$ cat src/rtl/ysyx_24080006_ex_dispatch_pkg.sv
// Shared types for the execute-stage dispatcher.
// FSM encoding and functional-unit indices.
package ysyx_24080006_ex_dispatch_pkg;

  typedef enum logic [1:0] {
    IDLE,
    ISSUE,
    WAIT
  } ex_dispatch_fsm_e;

  localparam int FU_LSU = 0;
  localparam int FU_MDU = 1;

endpackage

$ cat src/rtl/ysyx_24080006_ex_dispatch_if.sv
// Request/response bus between the dispatcher
// and its multi-cycle functional units.
interface ysyx_24080006_ex_dispatch_if #(
  parameter int NUM_UNITS = 2,
  parameter int XLEN      = 32
);

  logic [NUM_UNITS-1:0]           fu_req_valid;
  logic [NUM_UNITS-1:0]           fu_req_ready;
  logic [NUM_UNITS-1:0]           fu_resp_valid;
  logic [NUM_UNITS-1:0]           fu_resp_we;
  logic [NUM_UNITS-1:0][XLEN-1:0] fu_resp_data;
  logic [NUM_UNITS-1:0]           fu_resp_ready;

  modport master (
    output fu_req_valid,
    input  fu_req_ready,
    input  fu_resp_valid,
    input  fu_resp_we,
    input  fu_resp_data,
    output fu_resp_ready
  );

  modport slave (
    input  fu_req_valid,
    output fu_req_ready,
    output fu_resp_valid,
    output fu_resp_we,
    output fu_resp_data,
    input  fu_resp_ready
  );

endinterface

$ cat src/rtl/ysyx_24080006_onehot_lsb.sv
// Lowest-set-bit select with binary index encode.
// Extra request bits above the lowest are dropped.
module ysyx_24080006_onehot_lsb #(
  parameter int W  = 2,
  parameter int IW = (W > 1) ? $clog2(W) : 1
) (
  input  logic [W-1:0]  req_i,
  output logic [W-1:0]  gnt_o,
  output logic [IW-1:0] idx_o
);

  assign gnt_o = req_i & (~req_i + W'(1));

  // scan high to low so the lowest set bit wins
  always_comb begin
    idx_o = '0;
    for (int i = W - 1; i >= 0; i--) begin
      if (req_i[i]) idx_o = IW'(i);
    end
  end

endmodule

$ cat src/rtl/ysyx_24080006_ex_dispatch.sv
// Execute-stage dispatcher: bypass writeback,
// in-order multi-cycle unit ops, watchdog, perf.
module ysyx_24080006_ex_dispatch
  import ysyx_24080006_ex_dispatch_pkg::*;
#(
  parameter int NUM_UNITS = 2,
  parameter int XLEN      = 32,
  parameter int REG_W     = 5,
  parameter int TIMEOUT   = 0
) (
  input  logic                 clock,
  input  logic                 reset,
  input  logic                 in_valid,
  output logic                 in_ready,
  input  logic [NUM_UNITS-1:0] in_sel,
  input  logic                 in_reg_we,
  input  logic [REG_W-1:0]     in_rd_addr,
  input  logic [XLEN-1:0]      in_data,
  ysyx_24080006_ex_dispatch_if.master fu,
  output logic                 wb_valid,
  output logic                 wb_reg_we,
  output logic [REG_W-1:0]     wb_rd_addr,
  output logic [XLEN-1:0]      wb_data,
  output logic                 fwd_en,
  output logic [XLEN-1:0]      fwd_data,
  output logic                 done,
  output logic                 timeout_err,
  output logic [NUM_UNITS-1:0] perf_issue,
  output logic [NUM_UNITS-1:0] perf_busy
);

  localparam int IW = (NUM_UNITS > 1) ? $clog2(NUM_UNITS) : 1;
  localparam int CW = (TIMEOUT > 1) ? $clog2(TIMEOUT + 1) : 1;

  ex_dispatch_fsm_e state_q, state_d;

  logic [NUM_UNITS-1:0] act_q, act_d;
  logic [IW-1:0]        idx_q, idx_d;
  logic [REG_W-1:0]     rd_q, rd_d;
  logic [CW-1:0]        cnt_q, cnt_d;
  logic                 wbv_q, wbv_d;
  logic                 wbwe_q, wbwe_d;
  logic [REG_W-1:0]     wbrd_q, wbrd_d;
  logic [XLEN-1:0]      wbdat_q, wbdat_d;
  logic                 terr_q, terr_d;
  logic [NUM_UNITS-1:0] iss_q, iss_d;
  logic [NUM_UNITS-1:0] busy_q, busy_d;

  logic [NUM_UNITS-1:0] sel_oh;
  logic [IW-1:0]        sel_idx;
  logic                 accept;
  logic                 busy_st;
  logic                 req_rdy;
  logic                 resp_v;
  logic                 resp_we;
  logic [XLEN-1:0]      resp_dat;
  logic                 wd_hit;
  logic                 fin;
  logic                 tmo;

  ysyx_24080006_onehot_lsb #(
    .W  (NUM_UNITS),
    .IW (IW)
  ) u_sel (
    .req_i (in_sel),
    .gnt_o (sel_oh),
    .idx_o (sel_idx)
  );

  assign busy_st  = (state_q != IDLE);
  assign in_ready = (state_q == IDLE);
  assign accept   = in_valid & in_ready;
  assign req_rdy  = fu.fu_req_ready[idx_q];
  assign resp_v   = fu.fu_resp_valid[idx_q];
  assign resp_we  = fu.fu_resp_we[idx_q];
  assign resp_dat = fu.fu_resp_data[idx_q];

  assign wd_hit = (TIMEOUT > 0)
               && (cnt_q == CW'(TIMEOUT - 1));

  assign fin = ((state_q == ISSUE) & req_rdy & resp_v)
             | ((state_q == WAIT) & resp_v);
  assign tmo = busy_st & ~fin & wd_hit;

  assign fu.fu_req_valid  = (state_q == ISSUE) ? act_q : '0;
  assign fu.fu_resp_ready = busy_st ? act_q : '0;

  assign fwd_en   = busy_st ? (resp_v & resp_we)
                            : (wbv_q & wbwe_q);
  assign fwd_data = busy_st ? resp_dat : wbdat_q;

  assign wb_valid    = wbv_q;
  assign done        = wbv_q;
  assign wb_reg_we   = wbwe_q;
  assign wb_rd_addr  = wbrd_q;
  assign wb_data     = wbdat_q;
  assign timeout_err = terr_q;
  assign perf_issue  = iss_q;
  assign perf_busy   = busy_q;

  // next state, unit latch, watchdog and writeback
  always_comb begin
    state_d = state_q;
    act_d   = act_q;
    idx_d   = idx_q;
    rd_d    = rd_q;
    cnt_d   = cnt_q;
    wbv_d   = 1'b0;
    wbwe_d  = wbwe_q;
    wbrd_d  = wbrd_q;
    wbdat_d = wbdat_q;
    terr_d  = 1'b0;
    iss_d   = '0;
    busy_d  = busy_st ? busy_q : '0;
    unique case (state_q)
      IDLE: begin
        if (accept && (|in_sel)) begin
          state_d = ISSUE;
          act_d   = sel_oh;
          idx_d   = sel_idx;
          rd_d    = in_rd_addr;
          cnt_d   = '0;
          iss_d   = sel_oh;
          busy_d  = sel_oh;
        end else if (accept) begin
          wbv_d   = 1'b1;
          wbwe_d  = in_reg_we;
          wbrd_d  = in_rd_addr;
          wbdat_d = in_data;
        end
      end
      ISSUE: begin
        cnt_d = cnt_q + 1'b1;
        if (req_rdy) state_d = WAIT;
      end
      WAIT: begin
        cnt_d = cnt_q + 1'b1;
      end
      default: ;
    endcase
    if (fin || tmo) begin
      state_d = IDLE;
      wbv_d   = 1'b1;
      wbwe_d  = fin & resp_we;
      wbrd_d  = rd_q;
      terr_d  = tmo;
      if (fin) wbdat_d = resp_dat;
    end
  end

  // state and output registers
  always_ff @(posedge clock) begin
    if (reset) begin
      state_q <= IDLE;
      act_q   <= '0;
      idx_q   <= '0;
      rd_q    <= '0;
      cnt_q   <= '0;
      wbv_q   <= 1'b0;
      wbwe_q  <= 1'b0;
      wbrd_q  <= '0;
      wbdat_q <= '0;
      terr_q  <= 1'b0;
      iss_q   <= '0;
      busy_q  <= '0;
    end else begin
      state_q <= state_d;
      act_q   <= act_d;
      idx_q   <= idx_d;
      rd_q    <= rd_d;
      cnt_q   <= cnt_d;
      wbv_q   <= wbv_d;
      wbwe_q  <= wbwe_d;
      wbrd_q  <= wbrd_d;
      wbdat_q <= wbdat_d;
      terr_q  <= terr_d;
      iss_q   <= iss_d;
      busy_q  <= busy_d;
    end
  end

endmodule
$ cat src/flat_wrapper.sv
// flat-port wrapper written by rule: the top's interface ports become plain ports
module ysyx_24080006_ex_dispatch_flat import ysyx_24080006_ex_dispatch_pkg::*;
#(
  parameter int NUM_UNITS = 2,
  parameter int XLEN      = 32,
  parameter int REG_W     = 5,
  parameter int TIMEOUT   = 0
)
  (clock, reset, in_valid, in_ready, in_sel, in_reg_we, in_rd_addr, in_data, wb_valid, wb_reg_we, wb_rd_addr, wb_data, fwd_en, fwd_data, done, timeout_err, perf_issue, perf_busy, fu_fu_req_valid, fu_fu_req_ready, fu_fu_resp_valid, fu_fu_resp_we, fu_fu_resp_data, fu_fu_resp_ready);
  ysyx_24080006_ex_dispatch_if #(.NUM_UNITS(NUM_UNITS), .XLEN(XLEN)) fu_i ();
  input  logic clock;
  input  logic reset;
  input  logic in_valid;
  output logic in_ready;
  input  logic [NUM_UNITS-1:0] in_sel;
  input  logic in_reg_we;
  input  logic [REG_W-1:0] in_rd_addr;
  input  logic [XLEN-1:0] in_data;
  output logic wb_valid;
  output logic wb_reg_we;
  output logic [REG_W-1:0] wb_rd_addr;
  output logic [XLEN-1:0] wb_data;
  output logic fwd_en;
  output logic [XLEN-1:0] fwd_data;
  output logic done;
  output logic timeout_err;
  output logic [NUM_UNITS-1:0] perf_issue;
  output logic [NUM_UNITS-1:0] perf_busy;
  output wire logic [$bits(fu_i.fu_req_valid)-1:0] fu_fu_req_valid;
  input wire logic [$bits(fu_i.fu_req_ready)-1:0] fu_fu_req_ready;
  input wire logic [$bits(fu_i.fu_resp_valid)-1:0] fu_fu_resp_valid;
  input wire logic [$bits(fu_i.fu_resp_we)-1:0] fu_fu_resp_we;
  input wire logic [$bits(fu_i.fu_resp_data)-1:0] fu_fu_resp_data;
  output wire logic [$bits(fu_i.fu_resp_ready)-1:0] fu_fu_resp_ready;
  assign fu_fu_req_valid = fu_i.fu_req_valid;
  assign fu_i.fu_req_ready = fu_fu_req_ready;
  assign fu_i.fu_resp_valid = fu_fu_resp_valid;
  assign fu_i.fu_resp_we = fu_fu_resp_we;
  assign fu_i.fu_resp_data = fu_fu_resp_data;
  assign fu_fu_resp_ready = fu_i.fu_resp_ready;
  ysyx_24080006_ex_dispatch #(.NUM_UNITS(NUM_UNITS), .XLEN(XLEN), .REG_W(REG_W), .TIMEOUT(TIMEOUT)) u_core (.clock(clock), .reset(reset), .in_valid(in_valid), .in_ready(in_ready), .in_sel(in_sel), .in_reg_we(in_reg_we), .in_rd_addr(in_rd_addr), .in_data(in_data), .fu(fu_i), .wb_valid(wb_valid), .wb_reg_we(wb_reg_we), .wb_rd_addr(wb_rd_addr), .wb_data(wb_data), .fwd_en(fwd_en), .fwd_data(fwd_data), .done(done), .timeout_err(timeout_err), .perf_issue(perf_issue), .perf_busy(perf_busy));
endmodule
$ cat config.mk
export PLATFORM = sky130hd
export DESIGN_NAME = ysyx_24080006_ex_dispatch_flat
export DESIGN_NICKNAME = d
export VERILOG_FILES = /design/src/rtl/ysyx_24080006_ex_dispatch_pkg.sv /design/src/rtl/ysyx_24080006_ex_dispatch_if.sv /design/src/rtl/ysyx_24080006_onehot_lsb.sv /design/src/rtl/ysyx_24080006_ex_dispatch.sv /design/src/flat_wrapper.sv
export SDC_FILE = /design/constraint.sdc
export NUM_CORES = 1
export LEC_CHECK = 0
export BUFFER_PORTS_ARGS = -buffer_cell sky130_fd_sc_hd__buf_2
export CAP_MARGIN = 20
export CORE_ASPECT_RATIO = 1.4
export CORE_MARGIN = 5
export CORE_UTILIZATION = 43
export DETAILED_ROUTE_END_ITERATION = 10
export GPL_TIMING_DRIVEN = 0
export PLACE_DENSITY = 0.87
export SLEW_MARGIN = 20
export SYNTH_ARGS = -nofsm -noshare
export SYNTH_HDL_FRONTEND = slang
export SYNTH_SLANG_ARGS = --single-unit
$ cat constraint.sdc
create_clock -name clock -period 2.2 [get_ports clock]
set_clock_uncertainty 0.15 [all_clocks]
set_input_delay 0.44 -clock clock [delete_from_list [all_inputs] [get_ports clock]]
set_output_delay 0.44 -clock clock [all_outputs]
set_load 0.01 [all_outputs]
Yosys cells after proc, flatten, opt, wreduce, memory -nomap -nowiden
Cells that the tools add are included.
W data, S select, Z words.

operators by class
  add/subtract/negate cells = 1
  order comparisons = 1
  equal/unequal tests = 5
  mux-type cells = 36
  bitwise gates (word level) = 12
  reduce and logical (&&, ||, !) cells = 12

operators with widths
  operator               count
  $mux W32               7
  $mux W5                4
  $mux W1                17
  $mux W2                7
  $reduce_bool A2 Y1     4
  $and A1 B1 Y1          7
  $reduce_and A3 Y1      2
  $ne A2 B1 Y1 const B   2
  $pmux W2 S2            1
  $reduce_or A2 Y1       2
  $reduce_or A3 Y1       1
  $add A2 B1 Y2 const B  1
  $and A2 B2 Y2          1
  $eq A2 B1 Y1 const B   1
  $eq A2 B2 Y1 const B   1
  $logic_not A2 Y1       1
  $lt A1 B2 Y1 const B   1
  $ne A2 B2 Y1 const B   1
  $not A1 Y1             2
  $not A2 Y2             1
  $reduce_and A2 Y1      1
  $logic_and A1 B1 Y1    1
  $or A1 B1 Y1           1

word-level totals
  flip-flop bits (word level) = 53
  input port bits = 113
  logic and storage cells = 77

Longest topological paths before layout
  depth after elaboration = 7
  mapped depth = 8
  mapped depth without buffers = 4

Modules after synthesis
A second synthesis with hierarchy kept.

second synthesis, totals
  cell total of the unflattened synthesis = 368
  area total of the unflattened synthesis = 2927.8 µm²

by module, submodules not included
  module                     instances  cells an instance  area each (µm²)
  ysyx_24080006_ex_dispatch  1          365                2899.0
  ysyx_24080006_onehot_lsb   1          3                  28.8

Least setup slack after synthesis
Ideal clock, no wire load.

  kind = register -> output
  from = reg u_core.state_q[1]
  to = out fwd_data[22]
  arrival time = 1473 ps
  required time = 1610 ps
  setup slack = 137 ps
  stages on the path, launching flop included = 7
  buffers on the path = 3
  path through = dfxtp_1 or2_2 clkbuf_1 clkbuf_1 clkbuf_1 nor2_1 a21oi_1

on the way
  cells in the longest elaborated chain, start to end = 2

RTL lines
  what                    line                              source
  start, declared         ysyx_24080006_ex_dispatch.sv:35   ex_dispatch_fsm_e state_q, state_d;
  start signal, assigned  ysyx_24080006_ex_dispatch.sv:167  state_q <= state_d;
  $reduce_bool A2 Y1      ysyx_24080006_ex_dispatch.sv:70   assign busy_st = (state_q != IDLE);
  $mux W32                ysyx_24080006_ex_dispatch.sv:90   assign fwd_data = busy_st ? resp_dat : wbdat_q;
  end, declared           flat_wrapper.sv:24                output logic [XLEN-1:0] fwd_data;

Every way passes these cells.

Worst setup path after layout
  from = reg u_core.state_q[1]
  to = out fwd_data[23]

Same word-level chain as after synthesis.

==> reports/metrics.cfg <==
[power_and_ir_drop]
power_density_mw_per_mm2 = 684.1
p_leak_nw = 2.098
finalPower_mw = 3.360
ir_worst_vdd_v = 0.0003602

[detailed_routing]
firstDrtPassIters = 5
drt-initial-drc-count = 200
via_per_inst = 5.600
antenna_left = 0
routed-via-count = 3696
drc = 0
routed_wl_um = 12470
routedWlPerCell_um = 18.89

[critical_path]
r2r-start = u_core.state_q[1]
path_class = register to primary output
critPathMaxStageDelay_ns = 0.36
critPathMaxFanout = 5
crit_path_frequent_cell = clkbuf_16
arrival_ns = 1.61
end_kind = primary output
start_kind = register
crit_family = buffers and inverters
worstPathRequired_ns = 1.61
cp_cell_sequence = or2_4 -> clkbuf_16 -> clkbuf_16 -> a21oi_1 -> buf_2
critPathSlowestCell = dfxtp_4
critPathBufInv = 3
cp-startpoint = u_core.state_q[1]

[clock_network]
cts-hold-fix-buffers = 0
cts_sinks = 52
cts_tree = built
clk_latency_ns = 0.31
clk_pin_slew_ns = 0.10
clk_root_buffer_cell = clkbuf_8
clockBufferDepth = 2
cts_max_level = 2
cts_made_buffers = 5

[job]
maxCapViolations = 0

[synthesis]
synth.area.top_cells = dfxtp_1 (34%), a221oi_2 (14%), a21oi_1 (12%)
yosysSeqAreaShare_pct = 33.81
synth_top_area_share_pct = 33.81
netlist_instances = 359
synth_nets = 472
yosys.cell_types.count = 37
yosysWarningCount = 0
ys_ff_latch = 52
avgSynthCellArea_um2 = 8.577
synth.cell_area_mm2 = 0.003079
synth_largest_area_cell = dfxtp_1

[final_layout]
area_delta_synth_final_pct = 59.49
n_fill_cell = 530
register_area_mm2 = 0.001052
finalNetCount = 677
multi_input_area_mm2 = 0.002201
layout-drive-gt1-share_pct = 58.76
layout.cells.non_filler = 660
diodes = 0

[place]
dp.cells = 647
portBuffers = 193
place_hpwl_um = 9127
gp_congestion = 0.8586

[sta]
fmax_mhz = 455.6
rsz0062_at_grt = true
relSlewSlack_pct = 49.48
hold_viol_final = 0
slew_violations = 0
holdWs_ns = 0.2190
fin_crit_sh_pct = 99.78
layout_min_cycle_time_ns = 2.195
setup_violations = 0
worst_pin_slew_ns = 0.7577

[grt]
grt_pass1_wl_um = 18040
antenna_found_initial = 0
grt_max_degree = 16
track_usage_pct = 26.06
grt_pass1_vias = 3843
overflow = 0

[floorplanning]
io_pins = 196
rows = 36
die_height_um = 110.1
design.die.area_mm2 = 0.008977
start_util_pct = 44.10
die_x_um = 81.52
coreArea_mm2 = 0.006982

[run_status]
status = completed

[min_path]
hp-class = primary input to register
hp-start = in_data[2]

[cells in the final DEF (no fill, tap or decap), drive strengths merged, types with 2 or more instances in the layout]
cell / netlist / final
nand2: 44 / 44
and2: 4 / 4
dfxtp: 52 / 52
inv: 6 / 6
a2111oi: 2 / 2
clkbuf: 16 / 22
o21ai: 5 / 5
nor3: 3 / 3
nor3b: 2 / 2
a211oi: 2 / 2
nor2: 40 / 40
mux2i: 35 / 35
a221oi: 37 / 37
buf: 22 / 220
a21oi: 76 / 76
a21o: 2 / 2
[synth_stat cells, drive strengths merged]
master   instances
buf             22
nand2b           1
or3b             1
o31ai            1
a21oi           76
xnor2            1
nor3             3
nand3            1
nor3b            2
mux2i           35
a221oi          37
inv              6
a22oi            1
or2              1
nor4b            1
nor2b            1
dfxtp           52
nand2           44
o21ai            5
a2111oi          2
and2             4
mux2             1
a21o             2
a211oi           2
clkbuf          16
nor2            40
conb             1
[through the flow]
step	area [µm²]	util [%]	worst slack (ns)	setup TNS [ns]
final	4911	70.34	0.004936	0
after global routing	4911	70.34	-0.04483	-0.3717
after CTS	4617	66.13	-0.005051	-0.02083
after detailed placement	4164	59.64	-0.4575	-13.86
after global placement	4164	59.64	-0.3820	-11.20
after floorplan	3079	-	0.1367	0
[metal layers]
layer	vias up	global-route usage, %	wire length (µm)
met1	1703	27.93	4316
met5	-	0	0
li1	1719	-	-
met3	41	4.959	1156
met2	233	49.88	6647
met4	0	8.575	346
[report_power, final]
group	leakage [nW]	switching, mW	total (mW)	internal [mW]
Combinational	1.62	0.848	1.58	0.733
Clock	0.0552	0.328	0.666	0.338
Sequential	0.427	0.0759	1.11	1.04
[worst register-to-register path, stage by stage, from the launching register on]
cell	delay, ns
dfxtp_4	0.36
buf_4	0.15
nor3b_2	0.31
nand2_1	0.11
clkbuf_1	0.28
buf_2	0.28
a21oi_1	0.22
a221oi_2	0.08
[area by class of cell]
cell class | instances | area share (%)
well taps | 95 | 2.420
plain buffers | 36 | 7.134
multi-input cells | 263 | 44.82
repair buffers | 200 | 21.55
flip-flops and latches | 52 | 21.43
clock buffers | 6 | 1.478
inverters | 6 | 0.4586
clock inverters | 2 | 0.7134
[final timing paths]
| check | slack, ns | depth (start not counted) | endpoint |
|---|---|---|---|
| setup reg to reg | 0.11 | 7 | u_core.wb_data[24] |
| hold / removal | 0.22 | 3 | u_core.wb_data[2] |
| setup / recovery | 0.005 | 5 | fwd_data[23] |
| hold reg to reg | 0.32 | 1 | register |
[registers in the layout (all words and copies together) (netlist names), named ones only]
name and count:
u_core.wb_data 32, u_core.act_q 2, u_core.rd_q 5, u_core.state_q 2
u_core.perf_issue 2, u_core.wb_reg_we 1, u_core.done 1, u_core.wb_rd_addr 5
[what timing repair did]
| action | CTS | global route |
|---|---|---|
| cloned | 3 | 0 |
| setup buffers | 2 | 2 |
| endpoints found under the setup margin | 36 | 52 |
| pin swaps | 1 | 1 |
| gates resized for setup | 71 | 54 |
| hold endpoints to repair | 0 | 0 |
[cell families (layout without fill, tap and decap cells)]
logic type | Yosys count | count (layout) | synth area share (%)
other | 1 | 1 | 0.1218
multiplexers | 36 | 36 | 11.74
buffers and inverters | 44 | 250 | 7.395
AO/OA/AOI/OAI | 126 | 126 | 32.02
XOR/XNOR | 1 | 1 | 0.2845
flip-flops | 52 | 52 | 33.81
AND/OR/NAND/NOR | 99 | 99 | 14.63
Note: power is estimated with default switching activity, not from simulation.
